`src/rtl/bcd_to_binary_serial_pkg.sv`:
```
// Shared types and helpers for the serial BCD-to-binary converter.
// Digits are 4-bit BCD; the converter FSM has two states.
package bcd_pkg;

  typedef logic [3:0] bcd_digit_t;

  typedef enum logic {
    IDLE  = 1'b0,
    SHIFT = 1'b1
  } conv_state_t;

  function automatic logic is_bcd_digit(input bcd_digit_t d);
    return (d <= 4'd9);
  endfunction

endpackage

```
`src/rtl/bcd_to_binary_serial_if.sv`:
```
// Request/result bundle between a BCD source and the serial converter.
// Handshake: a request is taken on a rising edge where start=1 and ready=1; done is a
// one-cycle pulse qualifying binary/err/ovf, which then hold until the next accepted start.
interface bcd_to_binary_serial_if #(
    parameter int NUM_DIGITS = 3,
    parameter int BIN_WIDTH  = 10
);
    logic                           start;
    logic [NUM_DIGITS-1:0][3:0]     bcd_in;
    logic                           ready;
    logic                           done;
    logic [BIN_WIDTH-1:0]           binary;
    logic                           err;
    logic                           ovf;

    modport master (
        output start, bcd_in,
        input  ready, done, binary, err, ovf
    );

    modport slave (
        input  start, bcd_in,
        output ready, done, binary, err, ovf
    );
endinterface

```
`src/rtl/bcd_to_binary_serial_digit_adj.sv`:
```
// One-digit correction step of reverse double-dabble: after a right shift,
// a digit that picked up the 8s bit from its upper neighbour is brought back to BCD.
module bcd_digit_adj
    import bcd_pkg::*;
(
    input  bcd_digit_t d_in,
    output bcd_digit_t d_out
);
    assign d_out = (d_in >= 4'd8) ? d_in - 4'd3 : d_in;
endmodule

```
`src/rtl/bcd_to_binary_serial.sv`:
```
// Serial BCD-to-binary converter using reverse double-dabble: BIN_WIDTH right shifts of
// {digits,binary}, each followed by a per-digit "subtract 3 if >= 8" correction.
module bcd_to_binary_serial
    import bcd_pkg::*;
#(
    parameter int NUM_DIGITS = 3,
    parameter int BIN_WIDTH  = 10
) (
    input  logic                  clk,
    input  logic                  rst,
    bcd_to_binary_serial_if.slave bus,
    output conv_state_t           dbgState
);
    localparam int CW = $clog2(BIN_WIDTH + 1);

    conv_state_t                state;
    logic [CW-1:0]              count;
    logic [NUM_DIGITS-1:0][3:0] digitReg;
    logic [NUM_DIGITS-1:0][3:0] shDigits;
    logic [NUM_DIGITS-1:0][3:0] adjDigits;
    logic [BIN_WIDTH-1:0]       binReg;
    logic [BIN_WIDTH-1:0]       shBin;
    logic                       errReg;
    logic                       ovfReg;
    logic                       doneReg;
    logic                       allValid;

    // Digit 0's LSB falls into the binary MSB; each digit's LSB lands in the 8s bit below it.
    assign {shDigits, shBin} = {digitReg, binReg} >> 1;

    for (genvar i = 0; i < NUM_DIGITS; i++) begin : gAdj
        bcd_digit_adj uAdj (
            .d_in  (shDigits[i]),
            .d_out (adjDigits[i])
        );
    end

    always_comb begin
        allValid = 1'b1;
        for (int i = 0; i < NUM_DIGITS; i++) begin
            if (!is_bcd_digit(bus.bcd_in[i])) allValid = 1'b0;
        end
    end

    always_ff @(posedge clk or posedge rst) begin
        if (rst) begin
            state    <= IDLE;
            count    <= '0;
            digitReg <= '0;
            binReg   <= '0;
            errReg   <= 1'b0;
            ovfReg   <= 1'b0;
            doneReg  <= 1'b0;
        end else begin
            doneReg <= 1'b0;
            case (state)
                IDLE: begin
                    if (bus.start) begin
                        binReg <= '0;
                        ovfReg <= 1'b0;
                        if (allValid) begin
                            digitReg <= bus.bcd_in;
                            count    <= CW'(BIN_WIDTH);
                            errReg   <= 1'b0;
                            state    <= SHIFT;
                        end else begin
                            // Bad digit: report immediately without running the shifter.
                            errReg  <= 1'b1;
                            doneReg <= 1'b1;
                        end
                    end
                end
                SHIFT: begin
                    digitReg <= adjDigits;
                    binReg   <= shBin;
                    count    <= count - 1'b1;
                    if (count == CW'(1)) begin
                        // Anything left in the digits is the part that did not fit.
                        ovfReg  <= (adjDigits != '0);
                        doneReg <= 1'b1;
                        state   <= IDLE;
                    end
                end
                default: state <= IDLE;
            endcase
        end
    end

    assign bus.ready  = (state == IDLE);
    assign bus.done   = doneReg;
    assign bus.binary = binReg;
    assign bus.err    = errReg;
    assign bus.ovf    = ovfReg;
    assign dbgState   = state;

endmodule

```
`src/flat_wrapper.sv`:
```
// flat-port wrapper written by rule: the top's interface ports become plain ports
module bcd_to_binary_serial_flat import bcd_pkg::*;
#(
    parameter int NUM_DIGITS = 3,
    parameter int BIN_WIDTH  = 10
)
  (clk, rst, dbgState, bus_start, bus_bcd_in, bus_ready, bus_done, bus_binary, bus_err, bus_ovf);
  bcd_to_binary_serial_if #(.NUM_DIGITS(NUM_DIGITS), .BIN_WIDTH(BIN_WIDTH)) bus_i ();
  input  logic clk;
  input  logic rst;
  output conv_state_t dbgState;
  input wire logic [$bits(bus_i.start)-1:0] bus_start;
  input wire logic [$bits(bus_i.bcd_in)-1:0] bus_bcd_in;
  output wire logic [$bits(bus_i.ready)-1:0] bus_ready;
  output wire logic [$bits(bus_i.done)-1:0] bus_done;
  output wire logic [$bits(bus_i.binary)-1:0] bus_binary;
  output wire logic [$bits(bus_i.err)-1:0] bus_err;
  output wire logic [$bits(bus_i.ovf)-1:0] bus_ovf;
  assign bus_i.start = bus_start;
  assign bus_i.bcd_in = bus_bcd_in;
  assign bus_ready = bus_i.ready;
  assign bus_done = bus_i.done;
  assign bus_binary = bus_i.binary;
  assign bus_err = bus_i.err;
  assign bus_ovf = bus_i.ovf;
  bcd_to_binary_serial #(.NUM_DIGITS(NUM_DIGITS), .BIN_WIDTH(BIN_WIDTH)) u_core (.clk(clk), .rst(rst), .bus(bus_i), .dbgState(dbgState));
endmodule
```
`config.mk`:
```
export PLATFORM = sky130hd
export DESIGN_NAME = bcd_to_binary_serial_flat
export DESIGN_NICKNAME = d
export VERILOG_FILES = /design/src/rtl/bcd_to_binary_serial_pkg.sv /design/src/rtl/bcd_to_binary_serial_if.sv /design/src/rtl/bcd_to_binary_serial_digit_adj.sv /design/src/rtl/bcd_to_binary_serial.sv /design/src/flat_wrapper.sv
export SDC_FILE = /design/constraint.sdc
export NUM_CORES = 1
export LEC_CHECK = 0
export BUFFER_PORTS_ARGS = -buffer_cell sky130_fd_sc_hd__buf_2
export CAP_MARGIN = 25
export CORE_MARGIN = 2
export CORE_UTILIZATION = 30
export DETAILED_ROUTE_END_ITERATION = 7
export PLACE_DENSITY = 0.59
export SETUP_SLACK_MARGIN = 0.15
export SYNTH_ARGS = -nofsm -noshare
export SYNTH_HDL_FRONTEND = slang
export SYNTH_SLANG_ARGS = --single-unit
```
`constraint.sdc`:
```
create_clock -name clk -period 2 [get_ports clk]
set_clock_uncertainty 0.05 [all_clocks]
set_input_delay 0.2 -clock clk [delete_from_list [all_inputs] [get_ports clk]]
set_output_delay 0.2 -clock clk [all_outputs]
set_load 0.05 [all_outputs]
```
# Word level (Yosys, flattened, before mapping)
# Cells that the tools add are included.
# totals
register_bits	30
input_bits	15
output_inout_bits	15
elab_cells	53
# op_classes
addsub	4
order_cmp	6
n_eq_ne	4
n_mux	25
n_bitwise	1
n_reduce_logical	4
# op_table
op	n
$mux W12	2
$pmux W12 S2	1
$mux W4	5
$pmux W10 S2	1
$le A4 B4 Y1 const B	3
$reduce_bool A12 Y1	1
$mux W1	11
$mux W10	1
$ge A4 B4 Y1 const B	2
$pmux W4 S2	1
$sub A4 B2 Y4 const B	2
$pmux W1 S2	3
$reduce_and A2 Y1	3
$eq A4 B1 Y1 const B	1
$ge A3 B4 Y1 const B	1
$ne A2 B2 Y1 const B	2
$sub A3 B2 Y4 const B	1
$sub A4 B1 Y4 const B	1
$ne A2 B1 Y1 const B	1
$not A1 Y1	1

# Depth between registers and ports, before layout
# logic_depth
ltp_word	7
mapped_depth	6
depth_no_buf	6

# Modules after synthesis
# From an unflattened synthesis, not the netlist that was laid out.
# hier_totals
cells_unflattened	192
area_unflattened_um2	1834.3
# by_module_without_submodules
module	instances	cells_per_inst	area_each_um2	seq_area_each_um2
bcd_to_binary_serial	1	159	1605.3	750.7
bcd_digit_adj	3	11	76.3	0.0

# Worst setup path before layout
# Ideal clock, no wire load.
# synth_timing
path_kind	reg-to-reg
startpoint	register u_core.state, in the netlist u_core.dbgState
endpoint	register u_core.digitReg[2] in the netlist's numbering
setup_time_ns	0.085
t_arrival_ns	1.738
required_time_ns	1.865
path_slack_ns	0.127
stages_incl_launch_ff	5
n_path_buf	2
period_less_slack_ns	1.873
path_cell_list	dfrtp_1 -> buf_2 -> inv_2 -> clkbuf_1 -> mux2i_1
# synth_via
elab_chain_len	3
elab_cells_between_ends	5
classes_between	2 x eq/ne; 1 x mux; 1 x bitwise; 1 x reduce/logical
# synth_lines
item	line	source
start: declaration	bcd_to_binary_serial.sv:16	conv_state_t state;
start signal: assignment	bcd_to_binary_serial.sv:47	state <= IDLE;
start signal: assignment	bcd_to_binary_serial.sv:65	state <= SHIFT;
start signal: assignment	bcd_to_binary_serial.sv:81	state <= IDLE;
$not A1 Y1 *	n/a	
net bus_ready	flat_wrapper.sv:14	output wire logic [$bits(bus_i.ready)-1:0] bus_ready;
$ne A2 B1 Y1 (no line) or $ne A2 B2 Y1 (tied branches)	n/a	
$reduce_and A2 Y1 (no line)	n/a	
end signal: assignment	bcd_to_binary_serial.sv:62	digitReg <= bus.bcd_in;
end signal: assignment	bcd_to_binary_serial.sv:74	digitReg <= adjDigits;
end: declaration	bcd_to_binary_serial.sv:18	logic [NUM_DIGITS-1:0][3:0] digitReg;
# Mark *: on every way through the listed nets, which the timed path passes. The rest lies on a longest branch.
# A chain may end at the register's enable or synchronous reset.

# Final worst setup path
# layout_timing
startpoint	register u_core.state, in the netlist u_core.dbgState
endpoint	output bus_ready
# layout_via
elab_chain_len	1
# layout_lines
item	line	source
$not A1 Y1	bcd_to_binary_serial.sv:89	assign bus.ready = (state == IDLE);
end: declaration	flat_wrapper.sv:14	
# No other way between the ends.

==> flow_summary.ini <==
[outcome]
status = finished clean

[logic_synthesis]
async_flop_share = 1.000
syn_area_mm2 = 0.001514
syn_nets = 182
syn_inst = 161
syn_area_per_cell_um2 = 9.403
synthMuxAreaShare = 0.04628
yosysSeqAreaShare = 0.4959
synth-edff-count = 0
synthSimpleGateAreaFrac = 0.1744
synth_fa_ha_area_frac = 0.04959
synth_xor_xnor_area_share = 0.02314
synth_compound_area_frac = 0.1595
synth_cell_type_count = 36
ys_ff_latch = 30
synth_ff_type = dfrtp_1
ys.warnings.count = 0
synth_top_family_by_area = simple AND/OR/NAND/NOR gates

[floorplan]
start_util = 0.3163
fp.dieW_um = 75.04
io_pins = 30
dieArea_mm2 = 0.005631
std_cell_rows = 25
die_h_um = 75.04
coreArea_mm2 = 0.004786

[critical_path]
cp-start-kind = flop
crit_fanout = 20
worstSetupPathType = reg2out
crit_arrival_ns = 1.46
crit_required_ns = 1.75
end_kind = output pin

[timing]
worst_slew_pin_slew_ns = 0.4622
fin_crit_sh = 0.8532
rsz0062_at_grt = false
period_needed_ns = 1.706
slew_violations = 0
setup_tns_ns = 0
max_slew_margin = 0.6919
fmax_ghz = 0.5861
final_hold_viol_count = 0
timing.final.ws_setup_ns = 0.2937
finalSetupViolCount = 0

[place]
portBuffers = 29
hpwlAfterDp_um = 2470
dp_slack_ns = 0.2883
gp_congestion = 0.7598

[detailed_routing]
drt-total-wl_um = 3507
via_per_inst = 4.842
drc = 0
vias = 1254
wl_per_cell_um = 13.54
drt_iter0_drc = 39
drtAntennaViolNets = 0
drt-pass1-iter-count = 4

[clock_network]
root_buffer = clkbuf_8
cts_tree = done
clock_path_buffers = 2
htreeDepth = 2
cts-buffers-inserted = 5
cts.clk_slew.worst_paths_ns = 0.06
clkLatencyLatePin_ns = 0.29
cts_sinks = 30
cts_setup_buffers = 0

[min_path]
min_path_type = in2reg

[final_layout]
diodes = 0
drive_gt1_frac = 0.2135
syn_to_final_growth_pct = 22.31
nNetsFinal = 213
nFillCells = 494

[global_route]
track_usage = 0.1435
gr-total-overflow = 0
grt_max_degree = 31
antenna_found_initial = 0
grt_first_pass_wirelength_um = 5816
grt_pass1_vias = 1165

[power_and_ir_drop]
leakage_nw = 0.8804
peakVddDrop_mv = 0.6607
power_per_cell_area_mw_per_mm2 = 1811

[run]
maxCapViolCount = 0
[per-layer routing]
| metal | part of all wire | GRT usage |
|---|---|---|
| met1 | 0.46 | 0.1861 |
| met2 | 0.47 | 0.2173 |
| met3 | 0.047 | 0.03748 |
| met4 | 0.023 | 0.07937 |
| met5 | 0 | 0 |
[synth_stat cells (2+ instances only)]
library cell	number	area share
nand2_1	31	0.077
dfrtp_1	30	0.50
o21ai_0	11	0.036
inv_1	8	0.020
a21oi_1	7	0.023
mux2i_1	7	0.046
o21ai_1	7	0.023
clkbuf_1	6	0.015
ha_1	6	0.050
nor2_1	5	0.012
a22o_1	4	0.023
nand4_1	4	0.017
nor2b_1	3	0.012
o211ai_1	3	0.015
xnor2_1	3	0.017
a21o_1	2	0.0099
a31oi_1	2	0.0083
buf_2	2	0.0066
nand3_1	2	0.0066
nor4_1	2	0.0083
[report_power, final]
part / switching, mW / internal, mW / total, mW
logic: 1.05 / 0.536 / 1.58
registers: 0.254 / 0.882 / 1.14
clock network: 0.235 / 0.398 / 0.633
[metrics by stage]
stage,cells,util,hold WS (ns),area [um^2],total power [mW]
after floorplan,161,-,0.2408,1515,2.364
after global placement,251,0.3613,0.2594,1729,2.711
after detailed placement,251,0.3613,0.2575,1729,2.743
after CTS,259,0.3869,0.08825,1852,3.393
after global routing,259,0.3869,0.1005,1852,3.644
final,259,0.3869,0.08923,1852,3.354
[critical path, stage by stage, from the launching register on]
cell     delay, ns
dfrtp_1       0.38
buf_4         0.18
inv_2         0.06
buf_4         0.23
buf_2         0.31
[timing repair]
| action | CTS | global route |
|---|---|---|
| hold buffers | 1 | 0 |
| endpoints found under the hold margin | 30 | 0 |
| gates resized for setup | 0 | 0 |
[worst paths after layout]
path                                     from                   end  slack, ns  cells past startpoint
setup / recovery              u_core.dbgState             bus_ready       0.29                      4
min in group asynchronous                 rst  u_core.bus.binary[0]       0.48                      4
hold reg to reg               u_core.count[3]       u_core.count[3]       0.44                      1
setup reg to reg           u_core.digitReg[1]        u_core.bus.ovf       0.37                      6
hold / removal                  bus_bcd_in[0]    u_core.digitReg[0]       0.09                      3
max in group asynchronous                 rst    u_core.digitReg[6]       1.13                      4
[kinds of logic (layout without fill, tap and decap cells)]
| kind of cell | count (synthesis) | in the layout |
|---|---|---|
| buffers and inverters | 19 | 50 |
| DFF | 30 | 30 |
| xor gates and xnor gates | 4 | 4 |
| AOI/OAI and AO/OA | 40 | 40 |
| muxes | 7 | 7 |
| and+or+nand+nor | 55 | 55 |
| adders and majority gates | 6 | 6 |
[registers in the layout, indices dropped and copies added (netlist names)]
signal	flops
u_core.bus.err	1
u_core.bus.ovf	1
u_core.bus.binary	10
u_core.bus.done	1
u_core.dbgState	1
u_core.count	4
u_core.digitReg	12
[layout make-up]
| class | count | area, um^2 | share of cell area |
|---|---|---|---|
| timing repair buffer | 34 | 185.2 | 0.1000 |
| inverter | 9 | 33.78 | 0.01824 |
| sequential | 30 | 750.7 | 0.4054 |
| clock buffer | 6 | 82.58 | 0.04459 |
| tap | 67 | 83.83 | 0.04527 |
| clock inverter | 1 | 30.03 | 0.01622 |
| multi-input combinational | 112 | 685.7 | 0.3703 |
[placed cells by master (no fill, tap or decap), types with 5 or more instances in the layout]
cell / n
nand2_1: 31
dfrtp_1: 30
buf_2: 29
o21ai_0: 11
inv_1: 8
o21ai_1: 7
mux2i_1: 7
a21oi_1: 7
ha_1: 6
clkbuf_8: 6
nor2_1: 5
Power figures use the tool's default switching activity.
